## config.mk

```make
export PLATFORM = sky130hd
export DESIGN_NAME = md_iter_divider
export DESIGN_NICKNAME = d
export VERILOG_FILES = /design/src/rtl/md_iter_divider.sv
export SDC_FILE = /design/constraint.sdc
export NUM_CORES = 1
export LEC_CHECK = 0
export ABC_AREA = 1
export CAP_MARGIN = 20
export CORE_MARGIN = 4
export CORE_UTILIZATION = 55
export CTS_CLUSTER_DIAMETER = 30
export DETAILED_ROUTE_END_ITERATION = 10
export PLACE_DENSITY = 0.77
export SKIP_LAST_GASP = 1
export SLEW_MARGIN = 20
export SYNTH_ARGS = -nofsm -noshare
export SYNTH_HDL_FRONTEND = slang
export SYNTH_SLANG_ARGS = --single-unit
```

## constraint.sdc

```tcl
create_clock -name clk -period 12.7 [get_ports clk]
set_input_delay 3.175 -clock clk [delete_from_list [all_inputs] [get_ports clk]]
set_output_delay 3.175 -clock clk [all_outputs]
set_load 0.01 [all_outputs]
```

## src/rtl/md_iter_divider.sv

```systemverilog
// rtl/md_iter_divider.sv - radix-2 restoring DIV/DIVU unit feeding HI (remainder) and LO (quotient)
module md_iter_divider #(
    parameter int WIDTH = 32
) (
    input  logic             clk,
    input  logic             reset,
    input  logic             start,
    input  logic             is_signed,
    input  logic [WIDTH-1:0] dividend,
    input  logic [WIDTH-1:0] divisor,
    input  logic             flush,
    output logic             busy,
    output logic             done,
    output logic [WIDTH-1:0] quotient,
    output logic [WIDTH-1:0] remainder
);

    localparam int CW = (WIDTH > 1) ? $clog2(WIDTH) : 1;
    localparam logic [CW-1:0] LAST = CW'(WIDTH - 1);

    typedef enum logic [1:0] {S_IDLE, S_CALC, S_FIX, S_DONE} state_t;

    state_t           state_q, state_d;
    logic [CW-1:0]    cnt_q, cnt_d;
    logic [WIDTH-1:0] rem_q, rem_d;
    logic [WIDTH-1:0] quo_q, quo_d;
    logic [WIDTH-1:0] dvs_q, dvs_d;
    logic [WIDTH-1:0] qout_q, qout_d;
    logic [WIDTH-1:0] rout_q, rout_d;
    logic             negq_q, negq_d;
    logic             negr_q, negr_d;
    logic             dz_q, dz_d;

    logic             a_neg, b_neg;
    logic [WIDTH-1:0] a_mag, b_mag;
    logic [WIDTH:0]   rem_shift, trial;

    always_ff @(posedge clk or posedge reset) begin
        if (reset) begin
            state_q <= S_IDLE;
            cnt_q   <= '0;
            rem_q   <= '0;
            quo_q   <= '0;
            dvs_q   <= '0;
            qout_q  <= '0;
            rout_q  <= '0;
            negq_q  <= 1'b0;
            negr_q  <= 1'b0;
            dz_q    <= 1'b0;
        end else begin
            state_q <= state_d;
            cnt_q   <= cnt_d;
            rem_q   <= rem_d;
            quo_q   <= quo_d;
            dvs_q   <= dvs_d;
            qout_q  <= qout_d;
            rout_q  <= rout_d;
            negq_q  <= negq_d;
            negr_q  <= negr_d;
            dz_q    <= dz_d;
        end
    end

    always_comb begin
        state_d = state_q;
        unique case (state_q)
            S_IDLE:  if (start && !flush) state_d = S_CALC;
            S_CALC: begin
                if (flush)              state_d = S_IDLE;
                else if (cnt_q == LAST) state_d = S_FIX;
            end
            S_FIX:   state_d = flush ? S_IDLE : S_DONE;
            S_DONE:  state_d = S_IDLE;
            default: state_d = S_IDLE;
        endcase
    end

    // Magnitudes: 0x80..0 negates to itself, which is the right unsigned magnitude.
    always_comb begin
        a_neg     = is_signed & dividend[WIDTH-1];
        b_neg     = is_signed & divisor[WIDTH-1];
        a_mag     = a_neg ? (~dividend + WIDTH'(1)) : dividend;
        b_mag     = b_neg ? (~divisor + WIDTH'(1)) : divisor;
        rem_shift = {rem_q, quo_q[WIDTH-1]};
        trial     = rem_shift - {1'b0, dvs_q};
    end

    always_comb begin
        cnt_d  = cnt_q;
        rem_d  = rem_q;
        quo_d  = quo_q;
        dvs_d  = dvs_q;
        qout_d = qout_q;
        rout_d = rout_q;
        negq_d = negq_q;
        negr_d = negr_q;
        dz_d   = dz_q;
        unique case (state_q)
            S_IDLE: begin
                if (start && !flush) begin
                    negq_d = a_neg ^ b_neg;
                    negr_d = a_neg;
                    dz_d   = (divisor == '0);
                    dvs_d  = b_mag;
                    quo_d  = a_mag;
                    rem_d  = '0;
                    cnt_d  = '0;
                end
            end
            S_CALC: begin
                if (!flush) begin
                    if (!trial[WIDTH]) begin
                        rem_d = trial[WIDTH-1:0];
                        quo_d = {quo_q[WIDTH-2:0], 1'b1};
                    end else begin
                        rem_d = rem_shift[WIDTH-1:0];
                        quo_d = {quo_q[WIDTH-2:0], 1'b0};
                    end
                    cnt_d = cnt_q + CW'(1);
                end
            end
            S_FIX: begin
                if (!flush) begin
                    // Divide by zero must report all ones regardless of sign fix-up.
                    if (dz_q)        qout_d = '1;
                    else if (negq_q) qout_d = ~quo_q + WIDTH'(1);
                    else             qout_d = quo_q;
                    rout_d = negr_q ? (~rem_q + WIDTH'(1)) : rem_q;
                end
            end
            default: ;
        endcase
    end

    always_comb begin
        busy      = (state_q == S_CALC) || (state_q == S_FIX);
        done      = (state_q == S_DONE);
        quotient  = qout_q;
        remainder = rout_q;
    end

endmodule
```

# After elaboration in Yosys (flattened, before gate mapping)
# Index checks and enable logic that the tools add are counted.
classes:
  n_bitwise: 8
  mux: 21
  addsub: 6
  n_reduce_logical: 10
  eq_ne: 7
op_table:
  columns: ["op", "n"]
  rows:
  - ["2-to-1 mux 32 bit", 10]
  - ["adder 32 x 1 -> 32 bit, second input constant", 4]
  - ["inverter 32 bit", 4]
  - ["one-hot mux 32 bit (2 select lines)", 2]
  - ["subtractor 33 x 32 -> 33 bit", 1]
  - ["zero test 32 bit", 1]
  - ["2-to-1 mux 5 bit", 2]
  - ["one-hot mux 5 bit (2 select lines)", 1]
  - ["2-to-1 mux 2 bit", 4]
  - ["one-hot mux 2 bit (4 select lines)", 1]
  - ["AND reduction 2 bit", 3]
  - ["adder 5 x 1 -> 5 bit, second input constant", 1]
  - ["equality test 5 bit, second input constant", 1]
  - ["equality test 2 bit, second input constant", 2]
  - ["!= test 2 bit, second input constant", 2]
  - ["!= test 3 bit, second input constant", 1]
  - ["AND reduction 3 bit", 1]
  - ["AND 1 bit", 2]
  - ["equality test 2 x 1 -> 1 bit, second input constant", 1]
  - ["zero test 2 bit", 1]
  - ["nonzero test 2 bit", 1]
  - ["logical AND 1 bit", 1]
  - ["zero test 1 bit", 1]
  - ["logical OR 1 bit", 1]
  - ["3 further kinds", 3]
totals:
  in_bits: 69
  out_inout_bits: 66
  regBits: 170
  wordCells: 62

# Logic depth before layout (Yosys ltp)
depth:
  depth_word: 5
  ltp_mapped: 18

# Least setup slack after synthesis
# No wires, ideal clock.
synth_path:
  path_type: "input-to-reg"
  from: "input dividend[0]"
  to: "register quo_q[20]"
  arrival_ns: 4.385
  required_ns: 12.569
  stages: 13
  slack_ns: 8.184
  n_path_buf: 0
  path_cell_list: "inv_1 > ha_1 > nand2_1 > nor2_1 > nand2_1 > nor2_2 > nand3b_1 > o21ai_1 > inv_1 > nand2_1 > nand3_1 > nand2_1 > o21ai_0"
synth_between:
  elab_chain_len: 5
synth_lines:
  columns: ["element", "line_no", "rtl"]
  rows:
  - ["from (decl)", "9", "input logic [WIDTH-1:0] dividend,"]
  - ["inverter 32 bit", "82", "a_mag = a_neg ? (~dividend + WIDTH'(1)) : dividend;"]
  - ["adder 32 x 1 -> 32 bit", "82", null]
  - ["2-to-1 mux 32 bit", "82", null]
  - ["2-to-1 mux 32 bit", "100", "if (start && !flush) begin"]
  - ["one-hot mux 32 bit (2 select lines)", "98", "unique case (state_q)"]
  - ["to (signal assigned)", "54", "quo_q <= quo_d;"]
  - ["to (decl)", "26", "logic [WIDTH-1:0] quo_q, quo_d;"]
# Every way passes these cells. The select of a mux whose other input is x is not followed.
# A chain may end at the register's enable or synchronous reset.

# Final worst setup path
layout_path:
  from: "input flush"
  to: "register quo_q[7]"
layout_between:
  elab_chain_len: 4
  word_cells_on_any_way: 5
  classes_between: "eq/ne (2); reduce/logical (3)"
layout_lines:
  columns: ["element", "line_no", "rtl"]
  rows:
  - ["from (decl)", "11", "input logic flush,"]
  - ["zero test 1 bit", null, null]
  - ["logical AND 1 bit", "100", null]
  - ["!= test 2 bit (no line)", null, null]
  - ["AND reduction 3 bit (no line) *", null, null]
# Every way passes the cells marked *; elsewhere a longest branch is shown, timed or not.

==> impl_metrics.tcl <==
set metrics [dict create \
    max-cap-violations 0 \
    synth_commonest_cells "nand2_1 (636), inv_1 (339), nand3_1 (212)" \
    core-area_mm2 0.02375 \
    drt.antenna.violating_nets 0 \
    arrival_ns 6.69 \
    min_period_ns 6.401 \
    synthArstFlopShare 1.000 \
    critPathTopFamily "buffers and inverters" \
    yosysTopAreaCell "dfrtp_1" \
    pwr-share-comb 0.600 \
    cts_tree "built" \
    wl_met1_mm 19.31 \
    drtIter0Drc 1489 \
    post-route-util 0.6544 \
    synth_top_area_share 0.3170 \
    final_nets 2326 \
    worstMarginPinSlew_ns 0.9699 \
    p_switching_w 0.001915 \
    vias 13800 \
    die-area_mm2 0.02696 \
    antenna_found_initial 0 \
    grt_pass1_vias 12340 \
    cts_setup_buffers 0 \
    drive_above_1_share 0.03596 \
    initial_core_util 0.5649 \
    rows 56 \
    syn_inst 2116 \
    multi_input_area_mm2 0.007595 \
    wl_per_cell_um 15.30 \
    place_area_mm2 0.01495 \
    ys.flop_type "dfrtp_1" \
    synth_nets 2229 \
    vdd_drop_max_uv 127.4 \
    status "finished, final reports clean" \
    crit_path_max_incr_delay_ns 0.61 \
    path_max_fanout 74 \
    synth.most_common_cell "nand2_1" \
    hpwl_mm 30.28 \
    root_buffer "clkbuf_16" \
    cpMostUsedCell "inv_1" \
    syn-cell-area_mm2 0.01342 \
    grt_pass1_wl_mm 63.01 \
    gp_congestion 0.9858 \
    port_buffers 134 \
    grt.total_usage 0.2903 \
    route.met3.wl_mm 3.787 \
    synth-edff-count 0 \
    cts_max_path_buffers 2 \
    drt_wl_total_mm 38.92 \
    clkLatencyLatePin_ns 0.44 \
    setup_viol 0 \
    grt_max_degree 96 \
    dr.pass1.iters 6 \
    hp-class "reg2reg" \
    worstSetupEndpointType "register" \
    drc 0 \
    fill_cells 2191 \
    htreeDepth 4 \
    synth_area_leaders "dfrtp_1 (32%), nand2_1 (18%), inv_1 (9.5%)" \
    yosysSeqAreaShare 0.3170 \
    critical_path.slowest_cell "buf_4" \
    avgSynthCellArea_um2 6.341 \
    die_h_um 164.2 \
    cts_sinks 170 \
    fin_area_mm2 0.01554 \
    power_frac_seq 0.258 \
    crit_buf_inv 5 \
    io_pins 135 \
    synthDistinctLibCells 47 \
    seqCellArea_mm2 0.004254 \
    p_int_w 0.001882 \
    crit_path_cell_trace "clkdlybuf4s50_1 -> inv_1 -> nand3_2 -> inv_1 -> a21oi_4 -> buf_4 -> inv_1 -> o211ai_1 -> o21ai_0" \
    critPathLaunchType "input port" \
    skew_ns 0.01629 \
    syn_to_final_growth_pct 15.84 \
    gr-total-overflow 0 \
    slew_headroom 0.3527 \
    met2_length_mm 15.40 \
    fin_crit_sh 0.5040 \
    yosys_warnings 0 \
    path_class "in2reg" \
    highest_layer "met4" \
    power_leakage_nw 8.106 \
    insertedDiodeCount 0 \
    p_per_area_mw_per_mm2 244.3 \
    hold_buffers 0 \
    netSwitchingFraction 0.5044 \
    slew_violations 0 \
    synth-seq-cells 170 \
    fp.dieW_um 164.2 \
    cts_resized 0 \
    fmax_ghz 0.1562 \
    grt_setup_unrepaired "false" \
    required_ns 12.99 \
    p_clk_frac 0.143 \
    cts-buffers-inserted 17 \
    timing.setup.tns_ns 0 \
    vias_per_cell 5.424 \
    hold_viol_final 0 \
    clkSlewWorstSetupHoldPaths_ns 0.07 \
]
metal layers:
| metal | vias to the layer above | track usage |
|---|---|---|
| li1 | 6928 | - |
| met1 | 6268 | 0.4709 |
| met2 | 569 | 0.3990 |
| met3 | 33 | 0.05471 |
| met4 | 0 | 0.05490 |
| met5 | - | 0 |
power by group through the flow:
stage | clock [W] | combinational, W | sequential [W]
after floorplan | 0 | 0.00155 | 0.000954
after global placement | 0 | 0.00218 | 0.000965
after detailed placement | 0 | 0.00223 | 0.000975
after CTS | 0.000542 | 0.00224 | 0.000967
after global routing | 0.000570 | 0.00256 | 0.00100
final | 0.000542 | 0.00228 | 0.000978
state kept, by name, summed over array words and instances, names as in the netlist:
register and count:
cnt_q 5, dvs_q 32, dz_q 1, negq_q 1, negr_q 1, quo_q 32
quotient 32, rem_q 32, remainder 32, state_q 2
final cells by class:
cell class	count	share of cell area
clock buffer	18	0.02761
clock inverter	13	0.01038
inverter	346	0.08388
multi-input combinational	1536	0.4886
sequential	170	0.2737
tap	319	0.02568
timing repair buffer	142	0.09015
placed cells by master, fill, tap and decap left out, types with 30 or more instances in the layout:
cell and instances:
a21oi_1 84, clkdlybuf4s50_1 134, dfrtp_1 170, ha_1 43
inv_1 338, nand2_1 636, nand3_1 211, nor2_1 191
nor3_1 30, o21ai_0 119, xor2_1 53
final timing paths:
check	startpoint	to	slack, ns	cells after the start
worst max-delay path	flush	quo_q[7]	6.30	9
worst min-delay path	remainder[18]	remainder[18]	0.48	2
worst max register to register	state_q[1]	quo_q[12]	8.84	12
worst min register to register	remainder[18]	remainder[18]	0.48	2
max in group asynchronous	reset	rem_q[23]	7.98	3
min in group asynchronous	reset	quotient[0]	3.25	2
per-stage QoR:
step | std cells | worst slack [ns] | power [W] | hold WS [ns]
2_1_floorplan | 2116 | 4.922 | 0.002503 | 0.4489
3_3_place_gp | 2513 | 5.974 | 0.003150 | 0.4622
5_1_grt | 2544 | 5.914 | 0.004127 | 0.5051
3_5_place_dp | 2513 | 5.860 | 0.003204 | 0.4656
6_report | 2544 | 6.299 | 0.003797 | 0.4759
4_1_cts | 2544 | 6.301 | 0.003750 | 0.4836
worst reg2reg max path, cell delays in order (launching register included):
cell and delay, ns:
dfrtp_1 0.41, inv_1 0.13, ha_1 0.16, buf_4 0.37
inv_2 0.37, nor2_1 0.21, inv_2 0.09, nor2_4 0.68
a21oi_4 0.01, buf_4 0.39, inv_1 0.63, o21ai_0 0.19
o22ai_1 0.15
cell families (layout without fill, tap and decap cells):
family | count (synthesis) | in the layout | share of synthesized area
XOR/XNOR | 67 | 67 | 0.04373
AND/OR/NAND/NOR | 1141 | 1141 | 0.3615
AO/OA/AOI/OAI | 284 | 284 | 0.1180
buffers and inverters | 410 | 519 | 0.1181
adder cells (fa/ha/maj) | 44 | 44 | 0.04159
flip-flops | 170 | 170 | 0.3170
(Power assumes the default switching activity.)
==> patch (same settings) <==
Make the reset (`reset`) synchronous in one clocked block.
--- a/src/rtl/md_iter_divider.sv
+++ b/src/rtl/md_iter_divider.sv
@@ -35,7 +35,7 @@
     logic [WIDTH-1:0] a_mag, b_mag;
     logic [WIDTH:0]   rem_shift, trial;
 
-    always_ff @(posedge clk or posedge reset) begin
+    always_ff @(posedge clk) begin
         if (reset) begin
             state_q <= S_IDLE;
             cnt_q   <= '0;
Formal check against the unedited RTL: differs if reset is asserted again (counterexample within 4 cycles, from zero or initial values and one cycle with reset high); with reset held inactive, the same outputs for 10 cycles.
==> patch against the unedited design <==
- final cell count rose by 2.4%
- cell area decreased by 1.7%
- maximum frequency increased by 15%
- sequential cell count unchanged
- clock skew about the same
- synthesized cell count grew 3.5%
- first-iteration DRC count up 9.4%
- power is 32% lower
- die area decreased by 1.5%
- worst setup slack gained 0.82 ns
- combinational power down 42%
- critical path depth grew 1
- area after synthesis is 1.6% lower
- routed wire length rose by 9.1%
- critical endpoint is now cnt_q[3]
==> patch: results (changes against the unedited design) <==
Pwr
  • Cell Int Power: 1.36 mW (-28%)
  • Total leakage power: 7.39 nW (-8.8%)
  • Combinational power: 1.32 mW (-42%)
  • Flop pwr share: 0.276 (+0.018)

Layout
  • Fraction of area in registers: 0.223 (-0.0510)
  • Signal buffers share of area: 0.0928 (+0.00267)
  • # fillers: 2304 (+5.2%)
  • Final non-filler cell total: 2604 (+2.4%)
  • Multi-Input Combinational: 1565 (+1.9%)
  • Layout Nets: 2385 (+2.5%)
  • Multi-input gate share of total cell area: 0.527 (+0.0380)
  • Ratio of cells with drive above 1 in the final layout: 0.0626 (+0.0266)

Setup path
  • RR Endpoint: cnt_q[3]
  • Worst Path Arrival: 5.89 ns (-0.80 ns)
  • Reg-to-Reg Start: state_q[1]
  • CP max FO: 84 (+14%)
  • Reg2Reg Setup Slack: 8.33 ns (-0.51 ns)

Synthesis
  • Synth Flop Type: dfxtp_1
  • Post-synthesis sequential area ratio: 0.258 (-0.0593)
  • Synth cell count leaders: nand2_1, inv_1, nor2_1
  • Synth top area cells: dfxtp_1, nand2_1, inv_1
  • Cell variety after synth: 50 (+6.4%)
  • Synthesized net count: 2303 (+3.3%)
  • Avg Inst Size Synth: 6.03 µm² (-4.9%)

Routing
  • WL met1: 19.0 mm (-1.6%)
  • Met3 Routed Length: 3.30 mm (-13%)
  • Final wirelength: 42.4 mm (+9.1%)
  • DRT iter0 DRCs: 1629 (+9.4%)
  • TritonRoute pass-1 iters: 5 (-1)
  • Routed vias: 14400 (+4.1%)

Global routing
  • Largest net degree at the start of global routing: 91 (-5.2%)
  • Total GRT Usage: 0.314 (+0.0238)
  • Grt met1 use: 0.445 (-0.0255)
  • First-pass GRT wire length: 67.0 mm (+6.3%)
  • M2 GR Usage: 0.492 (+0.0927)
  • Vias in the first global route: 13000 (+5.3%)

Timing
  • Period minus WS final: 5.58 ns (-0.819 ns)

Worst hold path
  • Min-delay src: dvs_q[31]

Status
  • Status: completed

Place
  • Placement Cell Area: 14700 µm² (-2.0%)
  • Pre-CTS setup slack: 6.71 ns (+0.846 ns)
[patch: cell count changes in the layout (fill, tap and decap cells not counted), moves of 30 or more]
cell and change:
dfrtp_1 -170, nand3_1 -39, o21ai_0 +30, a21oi_1 +54
nand2_1 -83, dfxtp_1 +170
[patch: cells by family (layout without fill, tap and decap cells)]
family | count (synthesis) | after routing | share of synthesized area
DFF | 170 | 170 | 0.258
adders and majority gates | 44 | 44 | 0.0423
xor gates and xnor gates | 58 | 58 | 0.0385
buffers and inverters | 455 | 550 | 0.134
AOI/OAI and AO/OA | 386 | 386 | 0.168
and+or+nand+nor | 1077 | 1077 | 0.360
[patch: stage by stage]
stage / utilization / total power, mW / hold slack, ns
finish: 0.649 / 2.58 / 0.489
global placement: 0.623 / 1.99 / 0.452
floorplan: - / 1.60 / 0.445
detailed placement: 0.623 / 2.00 / 0.478
CTS: 0.648 / 2.55 / 0.485
global route: 0.649 / 2.76 / 0.503
